**config.mk**
```make
export PLATFORM = sky130hd
export DESIGN_NAME = instruction_issue
export DESIGN_NICKNAME = d
export VERILOG_FILES = /design/src/rtl/instruction_issue.sv
export SDC_FILE = /design/constraint.sdc
export NUM_CORES = 2
export LEC_CHECK = 0
export CAP_MARGIN = 20
export CORE_ASPECT_RATIO = 1.1
export CORE_UTILIZATION = 62
export CTS_BUF_LIST = sky130_fd_sc_hd__clkbuf_2
export CTS_CLUSTER_SIZE = 10
export DETAILED_ROUTE_END_ITERATION = 8
export PLACE_DENSITY = 0.86
export SETUP_SLACK_MARGIN = 0.5
export SLEW_MARGIN = 10
export SYNTH_ARGS = -nofsm -noshare
export SYNTH_HDL_FRONTEND = slang
export SYNTH_SLANG_ARGS = --single-unit
```
**constraint.sdc**
```tcl
create_clock -name clk -period 15.3 [get_ports clk]
set_input_delay 3.06 -clock clk [delete_from_list [all_inputs] [get_ports clk]]
set_output_delay 3.06 -clock clk [all_outputs]
set_load 0.01 [all_outputs]
```
**src/rtl/instruction_issue.sv**
```systemverilog
// Issue (IX) stage: integer register file, pending-write scoreboard,
// RAW/WAW hazard and pipe-availability checks, one-cycle registered dispatch.
//
// Handshake: ID presents id_valid/id_ix_inf. The instruction is accepted
// (fires) in any cycle where id_valid is high, no flush is in progress and
// ix_stall is low. While ix_stall is high, ID holds id_valid and id_ix_inf
// stable. Downstream, exe_ready[p] high means pipe p accepts whatever
// ix_valid[p] presents on the following cycle; ix_valid is a one-cycle pulse.

package instruction_issue_pkg;

    localparam int EXE_PIPE_ID_ALU = 0;
    localparam int EXE_PIPE_ID_MUL = 1;
    localparam int EXE_PIPE_ID_DIV = 2;
    localparam int EXE_PIPE_ID_LSU = 3;
    localparam int EXE_PIPE_W      = 4;

    // Decoded instruction from ID. Only a1, a2, rd, register_write and
    // exe_pipe are interpreted here; the rest passes through untouched.
    typedef struct packed {
        logic [31:0]           pc;
        logic [31:0]           imm;
        logic [9:0]            funct;
        logic [4:0]            a1;
        logic [4:0]            a2;
        logic [4:0]            rd;
        logic                  register_write;
        logic [EXE_PIPE_W-1:0] exe_pipe;
    } id_ix_inf_t;

endpackage

module instruction_issue
    import instruction_issue_pkg::*;
#(
    parameter int NUM_PIPES = 4,
    parameter int XLEN      = 32,
    parameter int NUM_REGS  = 32
) (
    input  logic                 clk,
    input  logic                 rst,
    input  logic                 wb_do_branch,
    input  logic                 id_valid,
    input  id_ix_inf_t           id_ix_inf,
    output logic                 ix_stall,
    input  logic                 wb_valid,
    input  logic                 wb_write_en,
    input  logic [4:0]           wb_rd,
    input  logic [XLEN-1:0]      wb_data,
    input  logic [NUM_PIPES-1:0] exe_ready,
    output logic [NUM_PIPES-1:0] ix_valid,
    output id_ix_inf_t           ix_inf,
    output logic [XLEN-1:0]      ix_rs1_data,
    output logic [XLEN-1:0]      ix_rs2_data,
    output logic [NUM_REGS-1:0]  sb_pending
);

    // Architectural state (register file deliberately has no reset)
    logic [XLEN-1:0]      rf_q [NUM_REGS];
    logic                 rf_we;

    // Registered outputs
    logic [NUM_PIPES-1:0] ix_valid_q,  ix_valid_d;
    id_ix_inf_t           ix_inf_q,    ix_inf_d;
    logic [XLEN-1:0]      ix_rs1_q,    ix_rs1_d;
    logic [XLEN-1:0]      ix_rs2_q,    ix_rs2_d;
    logic [NUM_REGS-1:0]  sb_q,        sb_d;

    // Hazard / fire terms
    logic [NUM_REGS-1:0]  clr;
    logic [NUM_REGS-1:0]  set;
    logic [NUM_REGS-1:0]  pend_eff;
    logic                 raw1, raw2, waw, pipe_ok, no_pipe, fire;

    // Operand read with same-cycle writeback bypass; x0 reads as zero
    function automatic logic [XLEN-1:0] read_op(input logic [4:0] a);
        logic [XLEN-1:0] v;
        v = '0;
        if (a != 5'd0) begin
            if (wb_valid && wb_write_en && (wb_rd == a)) v = wb_data;
            else                                         v = rf_q[a];
        end
        return v;
    endfunction

    // Hazard detection, fire/stall decision and next-state of all flops
    always_comb begin
        clr      = wb_valid ? (NUM_REGS'(1) << wb_rd) : '0;
        pend_eff = sb_q & ~clr;

        raw1    = (id_ix_inf.a1 != 5'd0) && pend_eff[id_ix_inf.a1];
        raw2    = (id_ix_inf.a2 != 5'd0) && pend_eff[id_ix_inf.a2];
        waw     = id_ix_inf.register_write && (id_ix_inf.rd != 5'd0) && pend_eff[id_ix_inf.rd];
        pipe_ok = &(exe_ready | ~id_ix_inf.exe_pipe);
        no_pipe = (id_ix_inf.exe_pipe == '0);

        // An instruction with no target pipe has nothing to wait for
        fire = id_valid && !wb_do_branch &&
               (no_pipe || (!raw1 && !raw2 && !waw && pipe_ok));
        ix_stall = id_valid && !wb_do_branch && !fire;

        set = '0;
        if (fire && !no_pipe && id_ix_inf.register_write && (id_ix_inf.rd != 5'd0))
            set = NUM_REGS'(1) << id_ix_inf.rd;

        // Set is applied after clear so a same-cycle new writer wins
        sb_d = pend_eff | set;

        ix_valid_d = fire ? id_ix_inf.exe_pipe : '0;
        ix_inf_d   = fire ? id_ix_inf : ix_inf_q;
        ix_rs1_d   = fire ? read_op(id_ix_inf.a1) : ix_rs1_q;
        ix_rs2_d   = fire ? read_op(id_ix_inf.a2) : ix_rs2_q;

        rf_we = wb_valid && wb_write_en && (wb_rd != 5'd0);
    end

    // Control state: dispatch pulse and scoreboard
    always_ff @(posedge clk) begin
        if (rst) begin
            ix_valid_q <= '0;
            sb_q       <= '0;
        end else begin
            ix_valid_q <= ix_valid_d;
            sb_q       <= sb_d;
        end
    end

    // Datapath registers: contents only meaningful alongside ix_valid
    always_ff @(posedge clk) begin
        ix_inf_q <= ix_inf_d;
        ix_rs1_q <= ix_rs1_d;
        ix_rs2_q <= ix_rs2_d;
    end

    // Register file write port from WB
    always_ff @(posedge clk) begin
        if (rf_we) rf_q[wb_rd] <= wb_data;
    end

    assign ix_valid    = ix_valid_q;
    assign ix_inf      = ix_inf_q;
    assign ix_rs1_data = ix_rs1_q;
    assign ix_rs2_data = ix_rs2_q;
    assign sb_pending  = sb_q;

endmodule

```
==> reports/results.ini <==
[pwr]
intPower_mw=4.83
pwr-share-clk_pct=33.1
comb_power_share_pct=9.3
power.density_nw_per_um2=102
netSwitchingFraction_pct=25.2
p_leak_nw=20.3
p_sw_mw=1.63
p_seq_share_pct=57.6
ir_drop_mv=0.0598
power_mw=6.45

[floorplan]
fp-row-count=114
start_util_pct=62.9
core_region_area_um2=88100
die_area_um2=90600
io_pins=336
die_w_um=287
die_h_um=316

[sta]
final.setup.tns_ps=0
finalCriticalPeriod_ps=10480
clock_skew_ps=176
final-setup-viol-count=0
slew_headroom_pct=24.9
drv_slew=0
hold_ws_ps=633
clock.fmax_ghz=0.0954
hold_viol_final=0
max_slew.worst_pin.slew_ps=1130
rsz0062_at_grt=false
timing.final.crit_share_pct=68.5

[critical_path]
critical_path_required_ps=12240
crit_chain=clkdlybuf4s50_1 > xor2_1 > o311ai_0 > a211oi_1 > a211oi_1 > a311oi_1 > nor3_4 > nand3_4 > nor2b_1 > clkdlybuf4s50_1
critPathKind=in2out
critPathLaunchType=input port
cp-end-kind=primary output
cpLargestDelayFamily=buffers and inverters
worstPathArrival_ps=7420
crit_buf_inv=2
cpPeakStageDelay_ps=1110
critPathMaxFanout=19
cpMaxStageDelayCell=xor2_1

[finish]
stdcell_count=4599
drive_above_1_share_pct=35.5
synthToLayoutAreaGrowth_pct=13.7
final_cell_mix=1,182 x edfxtp_1, 621 x mux4_2, 421 x clkbuf_2, 325 x clkdlybuf4s50_1, 104 x mux2i_1
fin_area_um2=63000
nets=3371
layout_commonest_cell=edfxtp_1

[place]
routabilityCongestion=0.900
place_area_um2=60200
place_inst=4071
port_buffers=335
dp_hpwl_mm=88.2

[logic_synthesis]
ys_ff_latch=1218
yosysWarnings=0
synth.area.top_cells=edfxtp_1 64%, mux4_2 25%, mux2i_1 1.9%, dfxtp_1 1.3%, a211oi_1 1.1%
syn_avg_cell_area_um2=20.6
synth.distinct_cells=71
ys.flop_type=edfxtp_1
synthCells=2690
yosysTopAreaCellShare_pct=64.0
seq_area_frac_synth_pct=65.3
synth_edf_count=1182
yosys.area.top_type=edfxtp_1
synthesis.area_um2=55400
synthArstFlopShare_pct=0

[grt]
grt_overflow=0
grt_pass1_vias=34400
grt_max_degree=175
grt_pass1_wl_mm=232
antenna_found_initial=8
grt_usage_pct=36.6

[clock_network]
cts_resized=0
clock_latency_ps=1530
clk_pin_slew_worst_paths_ps=100
clockBufferDepth=4
post_cts_buffers=0
ctsHoldBuffers=0
htreeDepth=5
cts_buffers=307
ctsRootBufferMaster=clkbuf_2
cts_sinks=1218
cts_tree=yes

[routing]
route.detailed.drc=0
drtIter0Drc=4933
vias=33800
wire_per_inst_um=35.5
first_pass_iters=5
viasPerCell=7.35
wl_mm=163
antenna_left=0

[status]
status=complete, no violations

[flow_run]
timing.max_cap.violations=0

[worst_hold_path]
hold_path.class=reg2reg

-- worst reg2reg max path: stages (launching register included) --
cell       delay, ps
dfxtp_1          430
mux2_2           330
a2111oi_0        520
a211oi_1         110
a211oi_1         300
a311oi_1         150
nor3_4           390
nand3_4          220
a21oi_4          170
buf_4            410
buf_4            770
-- cells in the mapped netlist (8+ instances only) --
cell	number
nor2_1	109
mux4_2	621
o21ai_0	29
mux2i_1	104
a31oi_1	8
edfxtp_1	1182
nand4_1	9
buf_2	44
buf_1	33
clkbuf_1	122
dfxtp_1	36
a211oi_1	80
o22ai_1	35
a21oi_1	13
buf_4	10
nor3_1	20
or3_1	10
and2_1	12
nand2b_1	15
inv_1	12
nand2_1	49
nand3_1	16
-- sequential cells by signal, indices dropped and copies added, names as in the netlist --
signal / cells
ix_inf: 94
ix_rs1_data: 32
ix_rs2_data: 32
ix_valid: 4
rf_q: 1024
sb_pending: 32
-- logic make-up after synthesis --
group	count (synthesis)	synth area share [%]
xor+xnor	12	0.190
flops	1218	65.3
compound gates	215	2.77
mux	732	27.3
other cells	1	0.00677
buf+inv	225	1.73
simple gates	287	2.72
-- stage by stage --
stage                     utilization, %  setup slack [ps]
after floorplan                        -              2200
after global placement              68.3              5020
after detailed placement            68.3              4920
after CTS                           71.3              4890
after global routing                71.5              4550
final                               71.5              4820
-- routing by layer --
layer	vias to the layer above	GRT usage (%)	share of wire, %
met5	-	0	0.015
met4	4	19.6	5.3
met3	550	9.87	14
met2	3177	57.2	48
met1	17100	47.8	33
li1	13000	-	-
-- final timing paths --
kind | startpoint | end | slack (ps) | cells past startpoint
min reg2reg | sb_pending[11] | sb_pending[11] | 630 | 2
max | wb_rd[0] | ix_stall | 4820 | 10
min | sb_pending[11] | sb_pending[11] | 630 | 2
max reg2reg | sb_pending[21] | ix_inf[18] | 11050 | 10
-- area by class of cell --
class	instances	area, um^2
sequential	1218	36200
timing repair buffer	412	4040
antenna	3	7.51
clock inverter	94	532
multi-input combinational	1278	18600
clock buffer	421	2110
fill	5223	25100
tap	1160	1450
inverter	13	51.3
-- power by group through the flow --
stage	Combinational [mW]	Sequential, mW	Clock (mW)
2_1_floorplan	0.360	3.80	0
3_3_place_gp	0.576	3.79	0
3_5_place_dp	0.589	3.80	0
4_1_cts	0.591	3.72	2.17
5_1_grt	0.626	3.72	2.32
6_report	0.598	3.72	2.14
(Power assumes the default switching activity.)
